## src/rtl/operand_skew_loader.sv

```systemverilog
// Skewed operand loader: streams one matrix operand per command into a
// 4x256 input memory with per-lane diagonal skew and zero padding.
//
// Ports:
//   clk, rst                  clock, synchronous active-high reset
//   cmd_valid/cmd_ready/cmd_k command handshake, K (0 = terminator)
//   s_valid/s_ready/s_data    lane-major element stream
//   mem_we/mem_addr/mem_data  registered input-memory write port
//   instr_we/addr/data        instruction-memory write (slot, K)
//   busy, done, err           status: not idle, completion, overflow
module operand_skew_loader #(
  parameter int PAD        = 7,
  parameter bit EMIT_INSTR = 1'b1
) (
  input  logic        clk,
  input  logic        rst,
  input  logic        cmd_valid,
  output logic        cmd_ready,
  input  logic [4:0]  cmd_k,
  input  logic        s_valid,
  output logic        s_ready,
  input  logic [15:0] s_data,
  output logic        mem_we,
  output logic [9:0]  mem_addr,
  output logic [15:0] mem_data,
  output logic        instr_we,
  output logic [2:0]  instr_addr,
  output logic [4:0]  instr_data,
  output logic        busy,
  output logic        done,
  output logic        err
);

  typedef enum logic [2:0] {
    IDLE,
    LOAD,
    DISCARD,
    INSTR,
    FINISHED
  } state_t;

  state_t      state;
  state_t      state_n;
  logic [8:0]  base;
  logic [2:0]  slot;
  logic [4:0]  k_r;
  logic [1:0]  lane;
  logic [5:0]  pos;
  logic [6:0]  cnt;
  logic        term;
  logic [5:0]  len;
  logic [5:0]  lane_w;
  logic [7:0]  col;
  logic        is_data;
  logic        last_pos;
  logic        is_term;
  logic        fits;
  logic        adv;

  assign len      = 6'(k_r) + 6'(PAD);
  assign lane_w   = 6'(lane);
  assign col      = base[7:0] + 8'(pos);
  assign last_pos = pos == len - 6'd1;
  assign is_term  = cmd_k == 5'd0;
  assign busy     = state != IDLE;

  // Lane i carries data in columns i .. i+K-1; the rest is skew/pad.
  assign is_data = (pos >= lane_w) &&
                   (pos < lane_w + 6'(k_r));

  // Slot 7 is kept for the terminator.
  assign fits = !is_term &&
                (10'(base) + 10'(cmd_k) + 10'(PAD)
                 <= 10'd256) &&
                slot != 3'd7;

  always_ff @(posedge clk) begin
    if (rst) state <= IDLE;
    else     state <= state_n;
  end

  always_comb begin
    state_n    = state;
    cmd_ready  = 1'b0;
    s_ready    = 1'b0;
    adv        = 1'b0;
    instr_we   = 1'b0;
    instr_addr = 3'd0;
    instr_data = 5'd0;
    done       = 1'b0;
    unique case (state)
      IDLE: begin
        cmd_ready = 1'b1;
        if (cmd_valid) begin
          unique case (1'b1)
            is_term: state_n = INSTR;
            fits:    state_n = LOAD;
            default: state_n = DISCARD;
          endcase
        end
      end
      LOAD: begin
        // Zero positions never wait on the stream.
        s_ready = is_data;
        adv     = is_data ? s_valid : 1'b1;
        if (adv && lane == 2'd3 && last_pos)
          state_n = INSTR;
      end
      DISCARD: begin
        s_ready = 1'b1;
        if (s_valid && cnt == 7'd1)
          state_n = IDLE;
      end
      INSTR: begin
        instr_we   = EMIT_INSTR;
        instr_addr = slot;
        instr_data = term ? 5'd0 : k_r;
        done       = 1'b1;
        state_n    = term ? FINISHED : IDLE;
      end
      FINISHED: state_n = FINISHED;
      default:  state_n = IDLE;
    endcase
  end

  always_ff @(posedge clk) begin
    if (rst) begin
      base     <= 9'd0;
      slot     <= 3'd0;
      k_r      <= 5'd0;
      lane     <= 2'd0;
      pos      <= 6'd0;
      cnt      <= 7'd0;
      term     <= 1'b0;
      err      <= 1'b0;
      mem_we   <= 1'b0;
      mem_addr <= 10'd0;
      mem_data <= 16'd0;
    end else begin
      mem_we <= 1'b0;
      case (state)
        IDLE: begin
          if (cmd_valid) begin
            k_r  <= cmd_k;
            lane <= 2'd0;
            pos  <= 6'd0;
            term <= is_term;
            cnt  <= {cmd_k, 2'b00};
            if (!is_term && !fits)
              err <= 1'b1;
          end
        end
        LOAD: begin
          if (adv) begin
            mem_we   <= 1'b1;
            mem_addr <= {lane, col};
            mem_data <= is_data ? s_data : 16'd0;
            if (last_pos) begin
              pos  <= 6'd0;
              lane <= lane + 2'd1;
            end else begin
              pos <= pos + 6'd1;
            end
          end
        end
        DISCARD: begin
          if (s_valid)
            cnt <= cnt - 7'd1;
        end
        INSTR: begin
          slot <= slot + 3'd1;
          if (!term)
            base <= base + 9'(len);
        end
        default: ;
      endcase
    end
  end

endmodule

```

## config.mk

```make
export PLATFORM = sky130hd
export DESIGN_NAME = operand_skew_loader
export DESIGN_NICKNAME = d
export VERILOG_FILES = /design/src/rtl/operand_skew_loader.sv
export SDC_FILE = /design/constraint.sdc
export NUM_CORES = 1
export LEC_CHECK = 0
export CAP_MARGIN = 10
export CORE_MARGIN = 2
export CORE_UTILIZATION = 45
export DETAILED_ROUTE_END_ITERATION = 12
export GPL_TIMING_DRIVEN = 0
export PLACE_DENSITY = 0.69
export SLEW_MARGIN = 30
export SYNTH_ARGS = -nofsm -noshare
export SYNTH_HDL_FRONTEND = slang
export SYNTH_SLANG_ARGS = --single-unit
```

## constraint.sdc

```tcl
create_clock -name clk -period 7.7 [get_ports clk]
set_clock_uncertainty 0.1 [all_clocks]
set_input_delay 1.925 -clock clk [delete_from_list [all_inputs] [get_ports clk]]
set_output_delay 1.925 -clock clk [all_outputs]
set_load 0.05 [all_outputs]
```

Yosys cells after proc, flatten, opt, wreduce, memory -nomap -nowiden
Cells that the tools add are included.
{"block": "totals", "n_memories": 0, "reg_bits": 64, "latchBits": 0, "mem_bits_rw": 0, "romBits": 0}
{"block": "op_classes", "mul": 0, "bitwise": 2, "shifts": 0, "n_div": 0, "n_reduce_logical": 23, "add_sub_neg": 11, "muxes": 27, "order_cmp": 3, "eq_ne": 14}
{"op": "$mux W6", "n": 3}
{"op": "$mux W16", "n": 1}
{"op": "$mux W3", "n": 5}
{"op": "$pmux W3 S5", "n": 1}
{"op": "$mux W7", "n": 2}
{"op": "$pmux W7 S2", "n": 1}
{"op": "$ne A2 B2 Y1 const B", "n": 6}
{"op": "$pmux W6 S2", "n": 1}
{"op": "$reduce_and A3 Y1", "n": 4}
{"op": "$add A10 B3 Y10 const B", "n": 1}
{"op": "$add A9 B5 Y10", "n": 1}
{"op": "$le A10 B9 Y1 const B", "n": 1}
{"op": "$mux W5", "n": 2}
{"op": "$add A9 B6 Y9", "n": 1}
{"op": "$add A8 B6 Y8", "n": 1}
{"op": "$pmux W2 S2", "n": 2}
{"op": "$eq A7 B1 Y1 const B", "n": 1}
{"op": "$logic_and A1 B1 Y1", "n": 7}
{"op": "$sub A7 B1 Y7 const B", "n": 1}
{"op": "$add A2 B5 Y6", "n": 1}
{"op": "$add A5 B3 Y6 const B", "n": 1}
{"op": "$add A6 B1 Y6 const B", "n": 1}
{"op": "$eq A3 B2 Y1 const B", "n": 2}
{"op": "$eq A6 B6 Y1", "n": 1}
{"op": "21 further kinds", "n": 32}

Depth between registers and ports, before layout
{"block": "logic_depth", "depth_word": 8, "mapped_depth": 15, "ltp_nobuf": 14}

Worst setup path after synthesis
OpenSTA, ideal clock, no wires.
{"block": "synth_path", "path_type": "reg-to-output", "start": "reg k_r[0]", "end": "out s_ready", "required_ns": 5.675, "arrival_time_ns": 2.618, "stages_incl_launch_ff": 12, "path_buffers": 0, "path_slack_ns": 3.057, "path_cell_list": "dfxtp_1 -> ha_1 -> inv_1 -> fa_1 -> nor2_1 -> xnor2_1 -> ha_1 -> a21o_1 -> a21oi_1 -> o211ai_2 -> or2_2 -> nand2_1"}
{"block": "synth_between", "elab_chain_len": 4}
{"item": "start: declaration", "line_no": "46", "source": "logic [4:0] k_r;"}
{"item": "start signal: assignment", "line_no": "144", "source": "k_r <= cmd_k;"}
{"item": "$add A2 B5 Y6", "line_no": "69", "source": "(pos < lane_w + 6'(k_r));"}
{"item": "$lt A6 B6 Y1", "line_no": "69"}
{"item": "$logic_and A1 B1 Y1", "line_no": "68", "source": "assign is_data = (pos >= lane_w) &&"}
{"item": "$pmux W1 S2", "line_no": "91", "source": "unique case (state)"}
{"item": "end: declaration", "line_no": "21", "source": "output logic s_ready,"}
Every way passes these cells.

Worst setup path in the final report
Ends and elaborated chain as after synthesis.

==> results.yml <==
timing:
  fin_crit_sh: 0.7586
  worst_pin_slew_ps: 931.2
  tns_ps: 0
  relSlewSlack: 0.3778
  period_needed_ps: 5841
  clock.fmax_mhz: 171.2
  drv_slew: 0
  hold_ws_ps: 388.5
  rsz0062_at_grt: "no"
  finalSetupViolations: 0
  hold_viol_final: 0
detailed_routing:
  dr.max_layer_used: "met4"
  avgViaCountPerCell: 5.250
  vias: 3512
  detail_route.wl_per_cell_um: 14.33
  ant_nets: 0
  wirelength_mm: 9.585
  drt_iter0_markers: 96
  wl_met2_mm: 4.327
  routed-wl-met3_um: 394
  route.layer.met1.wl_mm: 4.707
  drc: 0
  dr.pass1.iters: 4
cts:
  htreeDepth: 3
  postCtsSetupBuffers: 0
  ctsResizeCount: 0
  postCtsHoldBufs: 0
  cts_root_buf: "clkbuf_8"
  cts_buffers: 9
  cts.clk_slew.worst_paths_ps: 70
  clock_sinks: 64
  clock_latency_ps: 340
  cts_tree: "yes"
  clockBufferDepth: 2
pwr:
  p_leak_nw: 1.992
  p_sw_w: 0.0002740
  switching_share: 0.3229
  power_frac_comb: 0.248
  vdd_ir_drop_max_mv: 0.09260
  power_density_nw_per_um2: 173.4
  p_int_w: 0.0005745
  seqPwrFrac: 0.424
  clockPowerShare: 0.329
die:
  die_area_um2: 9471
  rows: 34
  die_width_um: 97.32
  dieHeight_um: 97.32
  core_um2: 8593
  io_pins: 66
  start_util: 0.4560
critical_path:
  cp.depth: 12
  rr_worst_depth: 14
  path_class: "reg2out"
  cp_num_buf_inv: 2
  critPathSlowestCell: "clkdlybuf4s50_1"
  critPathCaptureType: "primary output"
  critPathRequiredTime_ps: 5680
  regToRegSetupSlack_ps: 3950
  slowest_delay_ps: 810
  timing.rr.start: "k_r[0]"
  r2r_end: "mem_data[11]"
  arrival_ps: 3820
  cp_common_cell: "ha_1"
  startpoint: "k_r[0]"
  path_max_fanout: 7
  startpoint_type: "flop"
  cp_top_family: "adder cells"
  crit_end: "s_ready"
  crit_chain: "ha_1 -> inv_1 -> fa_1 -> nor2_1 -> xnor2_1 -> ha_1 -> a21o_1 -> a21oi_1 -> o211ai_2 -> or2_2 -> nand2_1 -> clkdlybuf4s50_1"
global_routing:
  grt_pass1_vias: 3376
  grt_overflow: 0
  grt_pass1_wl_mm: 15.98
  grtUsageTotal: 0.2072
  antenna_found_initial: 0
  grt_max_degree: 12
flow_run:
  cap_viol_max_count: 0
logic_synthesis:
  yosys_warnings: 0
  ys_seq_elements: 64
  avgSynthCellArea_um2: 8.164
  syn_area_um2: 3919
  synthArstFlopShare: 0
  syn_nets: 550
  ys.flop_type: "dfxtp_1"
  syn_inst: 480
  synth_seq_area_share: 0.3269
  synth.distinct_cells: 48
  synth_edf_count: 0
finish:
  areaGrowthSynthToFinish_pct: 24.84
  utilization: 0.5693
  nFillCells: 796
  fin_nets: 626
  n_antenna_cell: 0
  drive_gt1_frac: 0.04100
placement:
  place.gp.congestion: 0.8590
  portBuffers: 65
  dpl.hpwl_mm: 7.296
status:
  status: "finished clean"
min_path:
  hold_path.class: "reg2reg"
-- worst min-delay path: cells and delay by family (launching register included) --
family / cells / cell delay (ps)
DFF: 1 / 330
AOI/OAI and AO/OA: 1 / 50
and+or+nand+nor: 1 / 60
-- Yosys cell counts (all sizes together) (2+ instances only) --
cell type  instances  area, um^2
or4                3       22.52
fa                 4       80.08
nand2b             4       25.02
a211o              2       17.52
mux2i              7       70.07
o31ai              3       36.28
nand3             13       65.06
and2               6       37.54
a21oi             40       200.2
xor2              14       122.6
a31oi              2       12.51
nor3b              3       22.52
a21o               8       60.06
buf                2       18.77
o21ai             16       80.08
a22oi             18       135.1
xnor2             18       157.7
dfxtp             64        1281
a211oi             2       15.01
nor2b              7       43.79
clkbuf            22       82.58
nand4              2       12.51
nand2             41       153.9
o22ai              3       18.77
nor3              14       70.07
o21bai             4       33.78
ha                41       513.0
nor2              68       255.2
inv               33       123.9
-- cells by family (layout without fill, tap and decap cells) --
| kind of cell | Yosys count | in the layout | synth area share |
|---|---|---|---|
| XOR/XNOR | 33 | 33 | 0.07759 |
| adder cells (fa/ha/maj) | 45 | 45 | 0.1513 |
| AND/OR/NAND/NOR | 167 | 167 | 0.1928 |
| multiplexers | 7 | 7 | 0.01788 |
| flip-flops | 64 | 64 | 0.3269 |
| AO/OA/AOI/OAI | 107 | 107 | 0.1759 |
| buffers and inverters | 57 | 138 | 0.05747 |
-- per-layer routing --
metal,GRT usage,up-vias
met4,0.06838,0
met3,0.03957,13
met5,0,-
met2,0.3301,77
li1,-,1803
met1,0.2839,1619
-- flip-flops by register name, summed over array words and instances (netlist names) --
signal    cells
base          9
cnt           7
err           1
k_r           5
lane          2
mem_addr     10
mem_data     16
mem_we        1
pos           6
slot          3
state         3
term          1
-- placed cells by master (no fill, tap or decap), types with 2 or more instances in the layout --
cell             instances
o21ai_0                 16
clkbuf_1                23
a21o_1                   8
nor3_1                  14
and2_1                   6
o21bai_1                 3
clkbuf_8                 9
clkinv_2                 3
o31ai_1                  2
ha_1                    41
clkinvlp_4               2
nor2_1                  68
inv_1                   33
nand4_1                  2
a211oi_1                 2
nor2b_1                  7
nor3b_1                  3
a21oi_1                 40
o22ai_1                  3
nand2b_1                 4
nand2_1                 41
nand3_1                 13
or4_1                    3
a31oi_1                  2
clkdlybuf4s50_1         65
xnor2_1                 18
a22oi_1                 18
xor2_1                  14
fa_1                     4
mux2i_1                  7
a211o_1                  2
dfxtp_1                 64
-- power groups by stage --
stage	sequential (W)	clock (W)	combinational, W
2_1_floorplan	0.000381	0	0.000129
3_3_place_gp	0.000367	0	0.000205
3_5_place_dp	0.000367	0	0.000209
4_1_cts	0.000360	0.000286	0.000210
5_1_grt	0.000362	0.000300	0.000231
6_report	0.000360	0.000279	0.000210
-- cell type report --
class / instances / area [um^2] / share of cell area
buffer: 24 / 101.3 / 0.02072
clock buffer: 10 / 127.6 / 0.02609
timing repair buffer: 65 / 650.6 / 0.1330
sequential: 64 / 1281 / 0.2619
tap: 108 / 135.1 / 0.02762
clock inverter: 6 / 60.06 / 0.01228
multi-input combinational: 359 / 2412 / 0.4931
inverter: 33 / 123.9 / 0.02532
-- metrics by stage --
stage          cell area, um^2  setup slack [ps]  instances  total power (W)
2_1_floorplan             3919              3057        480        0.0005108
3_3_place_gp              4705              2236        653        0.0005720
3_5_place_dp              4705              2215        653        0.0005760
4_1_cts                   4892              1822        669        0.0008555
5_1_grt                   4892              1636        669        0.0008928
6_report                  4892              1859        669        0.0008485
-- worst min path at each step --
stage / depth (start not counted) / from / end
floorplan: 2 / term / term
global placement: 2 / err / err
detailed placement: 2 / term / term
CTS: 2 / term / term
global route: 2 / term / term
finish: 2 / term / term
Power figures use the tool's default switching activity.
